$ cat config.mk
export PLATFORM = sky130hd
export DESIGN_NAME = cache_fill_fsm
export DESIGN_NICKNAME = d
export VERILOG_FILES = /design/src/rtl/cache_fill_fsm.sv
export SDC_FILE = /design/constraint.sdc
export NUM_CORES = 1
export LEC_CHECK = 0
export ABC_AREA = 0
export CORE_MARGIN = 3
export CORE_UTILIZATION = 25
export DETAILED_ROUTE_END_ITERATION = 8
export GPL_TIMING_DRIVEN = 0
export PLACE_DENSITY = 0.7
export SLEW_MARGIN = 5
export SYNTH_ARGS = -nofsm -noshare
export SYNTH_HDL_FRONTEND = slang
export SYNTH_SLANG_ARGS = --single-unit
$ cat constraint.sdc
create_clock -name clk -period 1.85 [get_ports clk]
set_clock_uncertainty 0.05 [all_clocks]
set_input_delay 0.37 -clock clk [delete_from_list [all_inputs] [get_ports clk]]
set_output_delay 0.37 -clock clk [all_outputs]
set_load 0.02 [all_outputs]
$ cat src/rtl/cache_fill_fsm.sv
// Cache miss handler: on a miss, stalls the pipeline and fills one block from pipelined memory.
// Define CACHE_FILL_CWF_EN for critical-word-first issue/fill ordering (default: word 0 first).
module cache_fill_fsm #(
  parameter int BLOCK_WORDS = 8,
  parameter int ADDR_W      = 16
) (
  input  logic                           clk,
  input  logic                           rst_n,
  input  logic                           miss_detected,
  input  logic [ADDR_W-1:0]              miss_address,
  input  logic                           memory_data_valid,
  input  logic [15:0]                    memory_data_out,
  output logic                           fsm_busy,
  output logic                           mem_read,
  output logic [ADDR_W-1:0]              memory_address,
  output logic                           write_data_array,
  output logic                           write_tag_array,
  output logic [$clog2(BLOCK_WORDS)-1:0] fill_word,
  output logic [15:0]                    fill_data
);

  localparam int LW = $clog2(BLOCK_WORDS);
  localparam int CW = LW + 1;

  typedef enum logic {IDLE, FILL} state_t;

  state_t            state, state_nxt;
  logic [ADDR_W-1:0] base;
  logic [CW-1:0]     issue_cnt, ret_cnt;
  logic [LW-1:0]     issue_word, ret_word;
  logic              last_ret;
  logic              unused_addr_bits;

  // Low address bits only feed the optional word rotation.
  assign unused_addr_bits = ^miss_address[LW:0];
  assign last_ret = memory_data_valid && (ret_cnt == CW'(BLOCK_WORDS - 1));

`ifdef CACHE_FILL_CWF_EN
  logic [LW-1:0] w0;

  always_ff @(posedge clk or negedge rst_n) begin
    if (!rst_n)                               w0 <= '0;
    else if (state == IDLE && miss_detected)  w0 <= miss_address[LW:1];
  end

  assign issue_word = w0 + issue_cnt[LW-1:0];
  assign ret_word   = w0 + ret_cnt[LW-1:0];
`else
  assign issue_word = issue_cnt[LW-1:0];
  assign ret_word   = ret_cnt[LW-1:0];
`endif

  always_ff @(posedge clk or negedge rst_n) begin
    if (!rst_n) state <= IDLE;
    else        state <= state_nxt;
  end

  always_ff @(posedge clk or negedge rst_n) begin
    if (!rst_n) begin
      base      <= '0;
      issue_cnt <= '0;
      ret_cnt   <= '0;
    end else if (state == IDLE) begin
      if (miss_detected) begin
        base      <= {miss_address[ADDR_W-1:LW+1], {(LW+1){1'b0}}};
        issue_cnt <= '0;
        ret_cnt   <= '0;
      end
    end else begin
      if (mem_read)          issue_cnt <= issue_cnt + 1'b1;
      if (memory_data_valid) ret_cnt   <= ret_cnt + 1'b1;
    end
  end

  always_comb begin
    state_nxt = state;
    case (state)
      IDLE:    if (miss_detected) state_nxt = FILL;
      FILL:    if (last_ret)      state_nxt = IDLE;
      default: state_nxt = IDLE;
    endcase
  end

  always_comb begin
    fsm_busy         = 1'b0;
    mem_read         = 1'b0;
    memory_address   = '0;
    write_data_array = 1'b0;
    write_tag_array  = 1'b0;
    fill_word        = '0;
    fill_data        = rst_n ? memory_data_out : 16'h0;
    case (state)
      // Stall in the miss cycle itself; held low while reset is asserted.
      IDLE: fsm_busy = miss_detected & rst_n;
      FILL: begin
        fsm_busy = 1'b1;
        if (issue_cnt < CW'(BLOCK_WORDS)) begin
          mem_read       = 1'b1;
          memory_address = base | {{(ADDR_W-LW-1){1'b0}}, issue_word, 1'b0};
        end
        if (memory_data_valid) begin
          write_data_array = 1'b1;
          fill_word        = ret_word;
          write_tag_array  = last_ret;
        end
      end
      default: ;
    endcase
  end

endmodule

* After elaboration in Yosys (flattened, before gate mapping)
Index checks and enable logic that the tools add are counted.
W data, S select, Z words.
** Word-level totals
- Register bits after elaboration :: 21
- Latch bits :: 0
- RAM bits :: 0
- ROM bits :: 0
- Bits of input ports :: 36
- Memories :: 0
** Operators by class
- Add/subtract/negate cells :: 2
- Multiply operators :: 0
- Divide/modulo/power cells :: 0
- Order comparisons :: 1
- Eq/ne operators :: 3
- Shift operators :: 0
- Mux-type cells :: 20
- Bitwise gates (word level) :: 3
- Reductions and logical operators :: 5
** Operator list (count)
- $mux W16 :: 3
- $mux W4 :: 5
- $or A16 B4 Y16 :: 1
- $add A4 B1 Y4 const B :: 2
- $mux W1 :: 8
- $mux W3 :: 2
- $reduce_and A2 Y1 :: 3
- $eq A4 B3 Y1 const B :: 1
- $lt A4 B4 Y1 const B :: 1
- $ne A2 B2 Y1 const B :: 2
- $pmux W1 S2 :: 2
- $reduce_bool A2 Y1 :: 1
- $and A1 B1 Y1 :: 1
- $logic_and A1 B1 Y1 :: 1
- $not A1 Y1 :: 1

* Longest topological paths before layout
Gate-level depths: netlist (run 1).
- Word-level depth :: 5
- Mapped depth :: 5
- Gate-level depth less buffers :: 4

* Least setup slack after synthesis (run 1)
No wires, ideal clock.
- Kind :: register to output
- From :: register issue_cnt[3]
- To :: output memory_address[10]
- Arrival time :: 1.113 ns
- Data required time :: 1.430 ns
- Slack :: 0.317 ns
- Cell stages (with the launch flop) :: 5
- Buffers on the path :: 2
- Cells stage by stage :: dfrtp_1 -> nor2b_1 -> clkbuf_2 -> buf_2 -> and2_1
** Between the ends
- Cells in the longest elaborated chain, start to end :: 3
** Ends and longest elaborated chain
- start: declaration :: line 29 : logic [CW-1:0] issue_cnt, ret_cnt;
- start signal: assignment :: line 70 : if (mem_read) issue_cnt <= issue_cnt + 1'b1;
- $lt A4 B4 Y1 :: line 97 : if (issue_cnt < CW'(BLOCK_WORDS)) begin
- $mux W16 :: line 97
- $mux W16 :: line 92 : case (state)
- end: declaration :: line 15 : output logic [ADDR_W-1:0] memory_address,
No other way between the ends.

* Final worst setup path (run 1)
- From :: input miss_detected
- To :: output fsm_busy
** Between the ends
- Cells in the longest elaborated chain, start to end :: 2
** Ends and longest elaborated chain
- start: declaration :: line 9 : input logic miss_detected,
- $and A1 B1 Y1 :: line 94 : IDLE: fsm_busy = miss_detected & rst_n;
- $pmux W1 S2 :: line 92
- end: declaration :: line 13 : output logic fsm_busy,
No other way between the ends.

==> results.yml, run 1 <==
drt:
  vias: 1085
  finalWirelength_um: 3141
  viasPerCell: 4.205
  drc: 0
  drt_iter0_drc: 36
  ant_nets: 0
  firstDrtPassIters: 4
  wl_per_cell_um: 12.17
global_routing:
  grt_overflow: 0
  grtUsageTotal_pct: 12.05
  antenna_found_initial: 0
  grt_pass1_vias: 1095
  grt_pass1_wl_um: 5057
  grt_max_degree: 22
synth:
  synthDistinctLibCells: 27
  synth-async-reset-ratio_pct: 100.0
  synth_enable_flop_cells: 0
  synth-main-ff-cell: "dfrtp_1"
  syn_area_per_cell_um2: 8.625
  netlist_instances: 131
  syn_area_mm2: 0.001130
  yosysWarnings: 0
  ys_ff_latch: 21
  synthesis.nets: 169
  ys_seq_area_share_pct: 46.51
  synth_area_leader_cell: "dfrtp_1"
  yosysTopAreaCellShare_pct: 46.51
  synth.area.top_cells: "dfrtp_1 47%, and2_1 17%, nand2_1 13%"
power:
  switching_share_pct: 38.07
  p_seq_share_pct: 37.7
  power_density_mw_per_mm2: 1137
  pwr-share-comb_pct: 48.1
  power_mw: 2.159
  p_clk_share_pct: 14.2
  peakVddDrop_mv: 0.4170
  p_int_mw: 1.337
  p_leak_nw: 1.006
  p_sw_uw: 821.7
timing:
  worst_pin_slew_ps: 976.7
  min_period_ps: 1814
  maxSlewHeadroom_pct: 34.67
  setup_viol: 0
  tns_ps: 0
  fmax_mhz: 551.2
  hold_viol_final: 0
  rsz0062_at_grt: "true"
  min_period_over_period_pct: 98.07
  maxSlewViolCount: 0
  worst_slack_ps: 35.71
critical_path:
  startpoint_type: "primary input"
  crit_required_ps: 1430
  crit_fanout: 5
  worst_setup_path_end_kind: "output port"
  cp.arrival_ps: 1390
  critPathKind: "in -> out"
run:
  maxCapViolations: 0
clock_tree:
  cts_tree: "yes"
  htreeDepth: 1
  cts_buffers: 3
  clockBufferDepth: 2
  cts.sinks: 21
  root_buffer: "clkbuf_8"
  clk_latency_ps: 260
  clkSlewWorstSetupHoldPaths_ps: 80
layout:
  fin_cells: 258
  drive_gt1_share_pct: 16.83
  nNetsFinal: 247
  diodes: 0
  design_area_mm2: 0.001898
  syn2layout_area_growth_pct: 68.00
placement:
  dpl.hpwl_um: 2302
  place.gp.congestion: 0.7004
  placed_cell_area_mm2: 0.001883
  numPlacedInstances: 250
  post-place-ws_ps: -1394
  portBuffers: 69
hold_path:
  hold_path.class: "reg -> reg"
outcome:
  outcome: "finished, final reports clean"
floorplanning:
  row_count: 23
  dieWidth_um: 73.23
  die_area_mm2: 0.005362
  die_h_um: 73.23
  ios: 75
  start_util_pct: 27.08
  coreArea_mm2: 0.004173
==> through the flow <==
step	hold WS [ps]	utilization (%)
floorplan	24.41	-
global placement	398.4	45.13
detailed placement	404.4	45.13
CTS	423.7	45.10
global route	446.2	45.49
finish	421.0	45.49
==> metal layers <==
metal | vias to the layer above | global-route usage [%] | part of all wire [%]
li1 | 559 | - | -
met1 | 498 | 13.73 | 40
met2 | 26 | 22.24 | 52
met3 | 2 | 2.066 | 6.2
met4 | 0 | 4.303 | 0.99
met5 | - | 0 | 0
==> state kept, by name, summed over array words and instances, names as in the netlist <==
signal     count
base          12
state          1
issue_cnt      4
ret_cnt        4
==> kinds of logic (layout without fill, tap and decap cells) <==
kind of cell | Yosys count | after routing | share of synthesized area [%]
AOI/OAI and AO/OA | 6 | 6 | 3.543
xor gates and xnor gates | 1 | 1 | 0.7753
adders and majority gates | 2 | 2 | 2.214
buffers and inverters | 9 | 86 | 4.318
DFF | 21 | 21 | 46.51
muxes | 3 | 3 | 2.769
other | 1 | 1 | 0.3319
and+or+nand+nor | 88 | 88 | 39.54
==> layout by cell type (no fill, tap or decap), drive strengths merged <==
master,count
nand2,40
and2,31
clkdlybuf4s50,29
buf,24
dfrtp,21
dlygate4sd2,19
clkbuf,8
nor2,5
nand3,3
and3,3
a21o,2
inv,2
mux2i,2
ha,2
nor2b,2
clkdlybuf4s15,2
and3b,1
nand2b,1
a22o,1
nor3b,1
a31oi,1
a21oi,1
o21ai,1
mux2,1
nand3b,1
xor2,1
conb,1
dlygate4sd3,1
dlymetal6s2s,1
==> synthesized netlist by cell type (2+ instances only) <==
cell      n
and3_1    3
mux2i_1   2
nand2_1  40
buf_4     3
nor2_1    5
ha_1      2
a21o_1    2
buf_2     2
inv_1     2
and2_1   31
nand3_1   3
dfrtp_1  21
==> final timing paths <==
| kind | cells after the start | end | slack [ps] | startpoint |
|---|---|---|---|---|
| min in group asynchronous | 2 | issue_cnt[0]$_DFFE_PN0P_ | 770 | rst_n |
| max in group asynchronous | 2 | base[5]$_DFFE_PN0P_ | 380 | rst_n |
| worst max register to register | 5 | base[9]$_DFFE_PN0P_ | 540 | state$_DFF_PN0_ |
| worst max-delay path | 3 | fsm_busy | 40 | miss_detected |
| worst min-delay path | 2 | base[13]$_DFFE_PN0P_ | 420 | base[13]$_DFFE_PN0P_ |
| worst min register to register | 2 | base[13]$_DFFE_PN0P_ | 420 | base[13]$_DFFE_PN0P_ |
==> critical path, cell delays in order <==
cell             delay [ps]
clkdlybuf4s50_1         560
a21o_1                  130
dlygate4sd2_1           330
==> timing repair <==
action / 4_1_cts / 5_1_grt
setup endpoints to repair: 38 / 20
hold endpoints to repair: 21 / 0
buffers inserted: 2 / 1
hold buffers: 1 / 0
resized for setup: 98 / 15
==> power by group through the flow <==
stage	Combinational, mW	Sequential (mW)	Clock (mW)
2_1_floorplan	0.641	0.788	0
3_3_place_gp	1.07	0.817	0
3_5_place_dp	1.09	0.827	0
4_1_cts	1.03	0.817	0.311
5_1_grt	1.17	0.849	0.336
6_report	1.04	0.813	0.306
==> cell type report <==
class | count | area, µm²
timing repair buffer | 73 | 643.1
tap | 50 | 62.56
clock buffer | 4 | 45.04
sequential | 21 | 525.5
multi-input combinational | 101 | 560.5
buffer | 7 | 53.80
inverter | 2 | 7.507
fill | 409 | 2275
Note: power is estimated with default switching activity, not from simulation.
==> run 2, diff against run 1 <==
clock period = 1.77 ns   (was 1.85 ns; I/O delays follow)
==> run 2 against run 1 <==
Net effect: sequential cell count stayed put; register-to-register slack worse by 90 ps; sequential share of layout area is 0.57 points lower; cell count is 0.39% higher; non-clock buffer count is 1 higher; combinational power is 13% higher; final area is 2.1% higher; first-iteration DRC count is 17% higher.
==> results.yml, run 2 (synthesized netlist as in run 1, its figures left out) <==
outcome:
  outcome: "finished, final reports clean"
clock_tree:
  cts.sinks: 21
  cts_buffers: 3
  clkSlewWorstSetupHoldPaths_ps: 80
  root_buffer: "clkbuf_8"
  clk_latency_ps: 260
  htreeDepth: 1
  cts_tree: "yes"
  clockBufferDepth: 2
timing:
  tns_ps: 0
  hold_ws_ps: 420.8
  min_period_ps: 1749
  worst_slack_ps: 21.09
  maxSlewViolCount: 0
  fmax_mhz: 571.8
  maxSlewHeadroom_pct: 34.37
  hold_viol_final: 0
  setup_viol: 0
  min_period_over_period_pct: 98.81
  rsz0062_at_grt: "true"
  worst_pin_slew_ps: 981.2
floorplanning:
  die_area_mm2: 0.005362
  ios: 75
  die_h_um: 73.23
  coreArea_mm2: 0.004173
  row_count: 23
  dieWidth_um: 73.23
  start_util_pct: 27.08
layout:
  drive_gt1_share_pct: 20.10
  diodes: 0
  fin_cells: 259
  reg.largest.list: "base: 12 flops, issue_cnt: 4 flops, ret_cnt: 4 flops"
  final_util_pct: 46.45
  syn2layout_area_growth_pct: 71.54
  largest_register_ffs: 12
  nNetsFinal: 248
  mostFrequentLayoutCells: "39 x nand2_1, 29 x clkdlybuf4s50_1, 28 x and2_1"
  regMostFlops: "base"
  layout_commonest_cell: "nand2_1"
placement:
  portBuffers: 69
  numPlacedInstances: 250
  place.gp.congestion: 0.7004
  post-place-ws_ps: -1442
  dpl.hpwl_um: 2302
critical_path:
  cp.arrival_ps: 1340
  crit_fanout: 5
  crit_required_ps: 1370
  r2r_start: "state$_DFF_PN0_"
  reg2reg_to: "base[9]$_DFFE_PN0P_"
  reg2reg_slack_ps: 450
  critPathKind: "reg -> out"
  startpoint_type: "register"
  endpoint: "memory_address[6]"
  critPathLaunch: "state$_DFF_PN0_"
  worst_setup_path_end_kind: "output port"
  r2r_cells: 5
drt:
  viasPerCell: 4.228
  firstDrtPassIters: 4
  vias: 1095
  drc: 0
  ant_nets: 0
  drt_iter0_drc: 42
  wl_per_cell_um: 12.46
  finalWirelength_um: 3228
power:
  peakVddDrop_mv: 0.4620
  switching_share_pct: 37.71
  p_sw_uw: 887.8
  pwr-share-comb_pct: 50.2
  power_density_mw_per_mm2: 1215
  p_int_mw: 1.467
  p_leak_nw: 1.020
  p_clk_share_pct: 13.6
  p_seq_share_pct: 36.2
global_routing:
  met3_usage_pct: 1.928
  grt_pass1_vias: 1109
  grtUsageTotal_pct: 12.42
  met2_usage_pct: 22.64
  grt_max_degree: 22
  grt_pass1_wl_um: 5209
  busiest_layer: "met2"
  grt_overflow: 0
  gr-usage-met1_pct: 14.58
  antenna_found_initial: 0
hold_path:
  hold_depth: 2
  hold_path.class: "reg -> reg"
run:
  maxCapViolations: 0
==> run 2: layer usage <==
| layer | routed length [µm] | share of wire [%] |
|---|---|---|
| met5 | 0 | 0 |
| met2 | 1676 | 52 |
| met3 | 201 | 6.2 |
| met1 | 1319 | 41 |
| met4 | 31 | 0.96 |
==> run 2: area by class of cell <==
type | count | area [µm²]
tap | 50 | 62.56
buffer | 7 | 57.56
inverter | 2 | 7.507
timing repair buffer | 74 | 666.9
multi-input combinational | 101 | 573.1
fill | 412 | 2235
clock buffer | 4 | 45.04
sequential | 21 | 525.5
==> run 2: power groups by stage <==
stage               Sequential, mW  Combinational (mW)  Clock (mW)
finish                       0.851                1.18       0.321
global placement             0.853                1.12           0
floorplan                    0.823               0.670           0
CTS                          0.851                1.18       0.325
global route                 0.888                1.32       0.354
detailed placement           0.865                1.14           0
==> run 2: timing repair <==
action,in CTS,in global routing
gates cloned,2,0
pin swaps,0,3
endpoints found under the setup margin,38,20
endpoints found under the hold margin,21,0
resized for setup,114,20
buffers inserted,3,0
hold buffers,1,0
==> run 2: critical path: stages (launching register included) <==
cell,delay [ps]
dfrtp_1,380
nor2b_2,160
buf_6,130
buf_6,120
and2_1,150
buf_4,150
==> run 2: how the worst min path moves through the flow <==
| stage | from | to | slack, ps |
|---|---|---|---|
| floorplan | rst_n | base[10]$_DFFE_PN0P_ | 8 |
| global placement | base[10]$_DFFE_PN0P_ | base[10]$_DFFE_PN0P_ | 400 |
| detailed placement | base[10]$_DFFE_PN0P_ | base[10]$_DFFE_PN0P_ | 400 |
| CTS | base[10]$_DFFE_PN0P_ | base[10]$_DFFE_PN0P_ | 420 |
| global route | base[6]$_DFFE_PN0P_ | base[6]$_DFFE_PN0P_ | 450 |
| finish | base[10]$_DFFE_PN0P_ | base[10]$_DFFE_PN0P_ | 420 |
==> run 2: stage by stage <==
step | instance area [µm²] | total power, mW
6_report | 1938 | 2.355
5_1_grt | 1938 | 2.563
4_1_cts | 1946 | 2.352
3_5_place_dp | 1883 | 2.006
3_3_place_gp | 1883 | 1.975
2_1_floorplan | 1130 | 1.493
